$ cat src/rtl/key_matrix_scan.sv
// 4x4 active-low key matrix scanner: strobes one row per slot, classifies each
// four-row frame and debounces single-key presses/releases into a key code.
module key_matrix_scan #(
  parameter int SCAN_DIV = 50000,
  parameter int DEBOUNCE = 4
) (
  input  logic       clk,
  input  logic       rst_n,
  input  logic [3:0] col,
  output logic [3:0] row,
  output logic [3:0] key_code,
  output logic       key_valid,
  output logic       key_down
);

  localparam int DIV_W = $clog2(SCAN_DIV);
  localparam logic [DIV_W-1:0] DIV_MAX = DIV_W'(SCAN_DIV - 1);
  localparam logic [3:0] DEB_N = 4'(DEBOUNCE);

  localparam logic [1:0] S_IDLE     = 2'd0;
  localparam logic [1:0] S_DEBOUNCE = 2'd1;
  localparam logic [1:0] S_PRESSED  = 2'd2;
  localparam logic [1:0] S_RELEASE  = 2'd3;

  logic [3:0]       col_p0, col_p1;
  logic [DIV_W-1:0] div;
  logic [1:0]       ri;
  logic [1:0]       ri_nxt;
  logic             tick;
  logic             frame_done;
  logic [1:0]       acc_n;
  logic [3:0]       acc_key;
  logic [2:0]       smp_n;
  logic [2:0]       tot;
  logic [1:0]       frm_n;
  logic [3:0]       frm_key;
  logic             is_none, is_single, is_match;
  logic [1:0]       state;
  logic [3:0]       cnt;
  logic [3:0]       cnt_inc;
  logic [3:0]       cand;

  function automatic logic [2:0] low_count(input logic [3:0] c);
    logic [2:0] n;
    n = 3'd0;
    for (int i = 0; i < 4; i++) n = n + {2'b00, ~c[i]};
    return n;
  endfunction

  function automatic logic [1:0] low_pos(input logic [3:0] c);
    logic [1:0] p;
    p = 2'd0;
    for (int i = 3; i >= 0; i--) if (!c[i]) p = 2'(i);
    return p;
  endfunction

  // Stage p0/p1: two-flop synchronizer for the asynchronous columns
  always_ff @(posedge clk or negedge rst_n) begin
    if (!rst_n) begin
      col_p0 <= 4'hF;
      col_p1 <= 4'hF;
    end else begin
      col_p0 <= col;
      col_p1 <= col_p0;
    end
  end

  assign tick       = (div == DIV_MAX);
  assign ri_nxt     = ri + 2'd1;
  assign frame_done = tick && (ri == 2'd3);

  always_ff @(posedge clk or negedge rst_n) begin
    if (!rst_n) begin
      div <= '0;
      ri  <= 2'd0;
      row <= 4'b1110;
    end else if (tick) begin
      div <= '0;
      ri  <= ri_nxt;
      row <= ~(4'b0001 << ri_nxt);
    end else begin
      div <= div + DIV_W'(1);
    end
  end

  // Low-bit count saturates at 2: anything beyond one low bit is MULTI
  assign smp_n     = low_count(col_p1);
  assign tot       = {1'b0, acc_n} + smp_n;
  assign frm_n     = (tot >= 3'd2) ? 2'd2 : tot[1:0];
  assign frm_key   = (acc_n == 2'd0) ? {ri, low_pos(col_p1)} : acc_key;
  assign is_none   = (frm_n == 2'd0);
  assign is_single = (frm_n == 2'd1);
  assign is_match  = is_single && (frm_key == cand);
  assign cnt_inc   = cnt + 4'd1;

  // Stage p2: per-frame accumulation of the sampled row results
  always_ff @(posedge clk or negedge rst_n) begin
    if (!rst_n) begin
      acc_n   <= 2'd0;
      acc_key <= 4'd0;
    end else if (tick) begin
      if (ri == 2'd3) begin
        acc_n   <= 2'd0;
        acc_key <= 4'd0;
      end else begin
        acc_n   <= frm_n;
        acc_key <= frm_key;
      end
    end
  end

  always_ff @(posedge clk or negedge rst_n) begin
    if (!rst_n) begin
      state     <= S_IDLE;
      cnt       <= 4'd0;
      cand      <= 4'd0;
      key_code  <= 4'd0;
      key_valid <= 1'b0;
      key_down  <= 1'b0;
    end else begin
      key_valid <= 1'b0;
      if (frame_done) begin
        case (state)
          S_IDLE: begin
            if (is_single) begin
              cand <= frm_key;
              cnt  <= 4'd1;
              if (DEB_N == 4'd1) begin
                state     <= S_PRESSED;
                key_code  <= frm_key;
                key_valid <= 1'b1;
                key_down  <= 1'b1;
              end else begin
                state <= S_DEBOUNCE;
              end
            end
          end
          S_DEBOUNCE: begin
            if (is_match) begin
              cnt <= cnt_inc;
              if (cnt_inc == DEB_N) begin
                state     <= S_PRESSED;
                key_code  <= cand;
                key_valid <= 1'b1;
                key_down  <= 1'b1;
              end
            end else begin
              state <= S_IDLE;
              cnt   <= 4'd0;
            end
          end
          S_PRESSED: begin
            // Any key activity while held, including a second key, is ignored
            if (is_none) begin
              cnt <= 4'd1;
              if (DEB_N == 4'd1) begin
                state    <= S_IDLE;
                key_down <= 1'b0;
              end else begin
                state <= S_RELEASE;
              end
            end
          end
          default: begin
            if (is_none) begin
              cnt <= cnt_inc;
              if (cnt_inc == DEB_N) begin
                state    <= S_IDLE;
                key_down <= 1'b0;
              end
            end else begin
              state <= S_PRESSED;
            end
          end
        endcase
      end
    end
  end

endmodule

$ cat config.mk
export PLATFORM = sky130hd
export DESIGN_NAME = key_matrix_scan
export DESIGN_NICKNAME = d
export VERILOG_FILES = /design/src/rtl/key_matrix_scan.sv
export SDC_FILE = /design/constraint.sdc
export NUM_CORES = 1
export LEC_CHECK = 0
export ABC_AREA = 1
export ABC_CLOCK_PERIOD_IN_PS = 6700
export CORE_ASPECT_RATIO = 1.1
export CORE_MARGIN = 3
export CORE_UTILIZATION = 50
export DETAILED_ROUTE_END_ITERATION = 7
export GPL_TIMING_DRIVEN = 1
export PLACE_DENSITY = 0.69
export SLEW_MARGIN = 15
export SYNTH_ARGS = -nofsm -noshare
export SYNTH_HDL_FRONTEND = slang
export SYNTH_SLANG_ARGS = --single-unit
$ cat constraint.sdc
create_clock -name clk -period 6.7 [get_ports clk]
set_input_delay 1.005 -clock clk [delete_from_list [all_inputs] [get_ports clk]]
set_output_delay 1.005 -clock clk [all_outputs]
set_load 0.05 [all_outputs]
After elaboration in Yosys (flattened, before gate mapping)
Cells that the tools add are included.
{"block": "op_classes", "addsub": 7, "magnitude_cmp": 1, "eq_ne": 12, "shifts": 1, "mux": 30, "bitwise": 6, "n_reduce_logical": 13}
{"cell": "two-way mux 2 bit", "count": 12}
{"cell": "two-way mux 4 bit", "count": 6}
{"cell": "adder 16 x 1 -> 16 bit, second input constant", "count": 1}
{"cell": "== test 16 bit, second input constant", "count": 1}
{"cell": "two-way mux 16 bit", "count": 1}
{"cell": "one-hot mux 4 bit (3 select lines)", "count": 1}
{"cell": "AND reduction 5 bit", "count": 2}
{"cell": "two-way mux 1 bit", "count": 8}
{"cell": "AND reduction 4 bit", "count": 2}
{"cell": "logical NOT 2 bit", "count": 3}
{"cell": "inequality test 2 bit, second input constant", "count": 3}
{"cell": "one-hot mux 2 bit (3 select lines)", "count": 1}
{"cell": "inequality test 5 x 1 -> 1 bit, second input constant", "count": 1}
{"cell": "NOT 1 bit", "count": 5}
{"cell": "adder 4 x 1 -> 4 bit, second input constant", "count": 1}
{"cell": "== test 2 x 1 -> 1 bit, second input constant", "count": 2}
{"cell": "== test 2 bit, second input constant", "count": 2}
{"cell": "== test 4 x 3 -> 1 bit, second input constant", "count": 1}
{"cell": "== test 4 bit", "count": 1}
{"cell": "NOT 4 bit", "count": 1}
{"cell": "left shift 1 x 2 -> 4 bit, first input constant", "count": 1}
{"cell": "adder 2 x 1 -> 3 bit", "count": 1}
{"cell": "adder 2 x 3 -> 3 bit", "count": 1}
{"cell": "adder 3 x 1 -> 3 bit", "count": 1}
{"cell": "other kinds (10)", "count": 11}
{"block": "word_totals", "register_bits": 52, "in_bits": 6, "out_inout_bits": 10, "word_cells": 83}

Longest topological paths before layout
{"block": "logic_depth", "ltp_word": 12, "depth_mapped": 16, "depth_no_buf": 16}

Worst setup path before layout
OpenSTA, ideal clock, no wires.
{"block": "synth_timing", "kind": "register -> register", "start": "register acc_n[0]", "end": "register state[1]", "setup_ns": 0.065, "t_arrival_ns": 2.761, "required_ns": 6.635, "setup_slack_ns": 3.874, "stages_incl_launch_ff": 17, "path_buffers": 0, "cell_sequence": "dfrtp_1 inv_2 fa_1 inv_1 fa_1 fa_1 nor2_1 nand2_1 nor2_1 nand2_1 nor2_2 nand2_2 nand2_2 nand2_1 nand2_1 nand2_1 nand2_1"}
{"block": "synth_via", "elab_chain_cells": 7, "elab_cells_between_ends": 17}
{"item": "start, declared", "line": "31", "rtl": "logic [1:0] acc_n;"}
{"item": "start signal, assigned", "line": "106", "rtl": "acc_n <= frm_n;"}
{"item": "adder 2 x 3 -> 3 bit", "line": "88", "rtl": "assign tot = {1'b0, acc_n} + smp_n;"}
{"item": ">= comparator 3 x 2 -> 1 bit", "line": "89", "rtl": "assign frm_n = (tot >= 3'd2) ? 2'd2 : tot[1:0];"}
{"item": "two-way mux 2 bit", "line": "89"}
{"item": "== test 2 x 1 -> 1 bit", "line": "92", "rtl": "assign is_single = (frm_n == 2'd1);"}
{"item": "logical AND 1 bit", "line": "93", "rtl": "assign is_match = is_single && (frm_key == cand);"}
{"item": "inequality test 3 bit (no line) / two-way mux 2 bit (equally long branches)"}
{"item": "AND reduction 5 bit (no line) / one-hot mux 2 bit (3 select lines) (equally long branches)"}
{"item": "end signal, assigned", "line": "114", "rtl": "state <= S_IDLE;"}
{"item": "end signal, assigned", "line": "129", "rtl": "state <= S_PRESSED;"}
{"item": "end signal, assigned", "line": "134", "rtl": "state <= S_DEBOUNCE;"}
{"item": "end, declared", "line": "38", "rtl": "logic [1:0] state;"}
Parallel ways exist; a longest one is shown, timed or not.
A chain may end at the register's enable or synchronous reset.

Worst setup path in the final report
{"block": "layout_timing", "start": "register acc_n[0]", "end": "register cnt[0]"}
{"block": "layout_via", "elab_chain_cells": 7, "elab_cells_between_ends": 15}
{"item": "adder 2 x 3 -> 3 bit", "line": "88"}
{"item": ">= comparator 3 x 2 -> 1 bit", "line": "89"}
{"item": "two-way mux 2 bit", "line": "89"}
{"item": "== test 2 x 1 -> 1 bit", "line": "92"}
{"item": "logical AND 1 bit", "line": "93"}
{"item": "two-way mux 4 bit", "line": "139", "rtl": "if (is_match) begin"}
{"item": "one-hot mux 4 bit (3 select lines)", "line": "123", "rtl": "case (state)"}
{"item": "end signal, assigned", "line": "140", "rtl": "cnt <= cnt_inc;"}
{"item": "end signal, assigned", "line": "166", "rtl": "cnt <= cnt_inc;"}
{"item": "end, declared", "line": "39", "rtl": "logic [3:0] cnt;"}
Parallel ways exist; a longest one is shown, timed or not.

==> metrics.yaml <==
critPathSlowestCell: "fa_1"
end_kind: "flip-flop"
hold_viol: 0
p_clk_share_pct: 34.7
htree_num_levels: 2
clock_skew_ns: 0.00534
cts_buffer_depth: 2
utilization_pct: 58.6
power_switching_share_pct: 22.0
syn_inst: 313
netlist.area_leader.share_pct: 38.4
cts_tree: "built"
power_density_nw_per_um2: 176
clock-root-buffer: "clkbuf_8"
syn_area_um2: 2670
post_cts_resized: 0
wl_per_cell_um: 11.3
cts_buffers: 5
worstPathRequired_ns: 6.93
grt_pass1_vias: 1995
drt_wl_total_um: 4590
final_max_slew_viol_count: 0
path_common_cell: "nand2_1"
initial_core_util_pct: 52.4
yosysTopAreaCell: "dfrtp_1"
path_clk_slew_ns: 0.09
antenna_found_initial: 0
rows: 27
critPathLaunchType: "flip-flop"
setup_tns_ns: 0
grt_pass1_wl_um: 8310
period_needed_ns: 3.08
drive_above_1_share_pct: 11.3
cp_max_fo: 5
dp_hpwl_um: 3440
track_usage_pct: 17.2
p_int_mw: 0.410
holdBufCountCts: 0
area_delta_synth_final_pct: 12.0
critPathMaxStageDelay_ns: 0.51
hold_class: "flip-flop to flip-flop"
drtPass1Iterations: 4
finalCritPeriodShare_pct: 45.9
die_h_um: 82.7
vias: 1996
dieWidth_um: 75.7
grt_start_max_net_pins: 53
via_per_inst: 4.90
maxCapViolCount: 0
postCtsSetupBuffers: 0
numPortBuffers: 15
grt_overflow_total: 0
p_total_mw: 0.525
synth_area_leaders: "dfrtp_1, dfstp_2, nand2_1"
design_area_um2: 2990
synth_fp_nets: 333
cts_sinks: 52
maxSlewHeadroom_pct: 58.5
cp_data_arrival_time_ns: 3.31
clk_latency_ns: 0.30
hold-worst-slack_ns: 0.357
grt_setup_unrepaired: "false"
finalWorstSetupSlack_ns: 3.62
worst_slew_pin_slew_ns: 0.623
ant_nets: 0
critPathKind: "flip-flop to flip-flop"
drtIter0Drc: 120
synth_cell_types: 32
status: "complete, no violations"
syn_area_per_cell_um2: 8.53
peakVddDrop_v: 0.0000985
sequentialPowerShare_pct: 60.9
pwr-share-comb_pct: 4.5
fin_cells: 407
p_leak_nw: 1.42
finalSetupViolCount: 0
antennaDiodeCount: 0
yosys_warnings: 0
placedInstanceArea_um2: 2900
ys_seq_area_share_pct: 49.2
coreArea_um2: 5100
p_sw_mw: 0.115
drc: 0
pre_cts_ws_ns: 3.64
ioPinCount: 16
yosys_register_bits: 52
nets: 354
max_freq_mhz: 325
die-area_um2: 6260
placed_cells: 399
crit_chain: "inv_2 > fa_1 > inv_1 > fa_1 > fa_1 > nor2_1 > nand2_1 > nor2_1 > nand2_1 > nor2_2 > nand2_2 > nand2_1 > nand2_1 > a21oi_1"
gp_congestion: 0.853
-- cells by family after synthesis --
family                     Yosys count  share of synthesized area [%]
DFF                                 52                           49.2
adders and majority gates           14                           7.40
buffers and inverters               52                           7.63
and+or+nand+nor                    150                           26.1
xor gates and xnor gates             6                           1.97
AOI/OAI and AO/OA                   39                           7.68
-- power by group through the flow --
stage | sequential, mW | combinational (mW) | clock [mW]
final | 0.320 | 0.0235 | 0.182
after global routing | 0.320 | 0.0275 | 0.205
after CTS | 0.320 | 0.0239 | 0.193
after detailed placement | 0.326 | 0.0239 | 0
after global placement | 0.326 | 0.0232 | 0
after floorplan | 0.325 | 0.0121 | 0
-- per-layer routing --
layer / routed length [µm] / GRT usage, % / vias to the layer above
li1: - / - / 1040
met5: 0 / 0 / -
met3: 153 / 3.87 / 8
met2: 2250 / 29.4 / 37
met1: 2100 / 20.8 / 911
met4: 85 / 6.82 / 0
-- state kept, by name, indices dropped and copies added, names as in the netlist --
register	cells
col_p0	4
row	4
ri	2
div	16
acc_n	2
cnt	4
key_down	1
key_valid	1
key_code	4
col_p1	4
acc_key	4
cand	4
state	2
-- final cells by class --
type	instances	area, µm²
clock inverters	1	7.51
flip-flops and latches	52	1320
repair buffers	16	153
fillers	482	2110
inverters	50	188
multi-input cells	209	1150
clock buffers	7	86.3
well taps	72	90.1
-- cells in the final DEF, fill, tap and decap left out, types with 2 or more instances in the layout --
cell type and n:
nand2_1 77, inv_1 45, dfrtp_1 41, nor2_1 28, nand3_1 14, clkdlybuf4s50_1 14, o21ai_0 13, nand4_1 11
ha_1 11, dfstp_2 11, o21ai_1 10, a21oi_1 9, nand2_2 6, clkbuf_8 6, xor2_1 5, inv_2 4
o22ai_1 4, nor3_1 3, fa_1 3, nor2_2 2, a31oi_1 2, nor2_4 2
-- path summary, 6_finish.rpt --
path	slack, ns	depth (start not counted)	from	to
max in group asynchronous	5.48	2	rst_n	div[1]
hold / removal	0.36	0	col_p0[2]	col_p1[2]
setup reg to reg	3.62	14	acc_n[0]	cnt[0]
min in group asynchronous	0.80	2	rst_n	key_code[2]
setup / recovery	3.62	14	acc_n[0]	cnt[0]
hold reg to reg	0.36	0	col_p0[2]	col_p1[2]
-- synth_stat cells, drive strengths merged --
master	number
a21oi	9
a31oi	2
and2	1
buf	2
clkinv	1
dfrtp	41
dfstp	11
fa	3
ha	11
inv	49
nand2	83
nand3	16
nand3b	1
nand4	11
nor2	32
nor3	4
nor4	2
o211ai	1
o21ai	23
o22ai	4
xnor2	1
xor2	5
-- critical path: cells and delay by family (launching register included) --
| kind | cells | cell delay (ns) |
|---|---|---|
| simple gates | 8 | 1.01 |
| buf+inv | 2 | 0.12 |
| fa+ha+maj | 3 | 1.33 |
| flops | 1 | 0.41 |
| compound gates | 1 | 0.13 |
(Power assumes the default switching activity.)
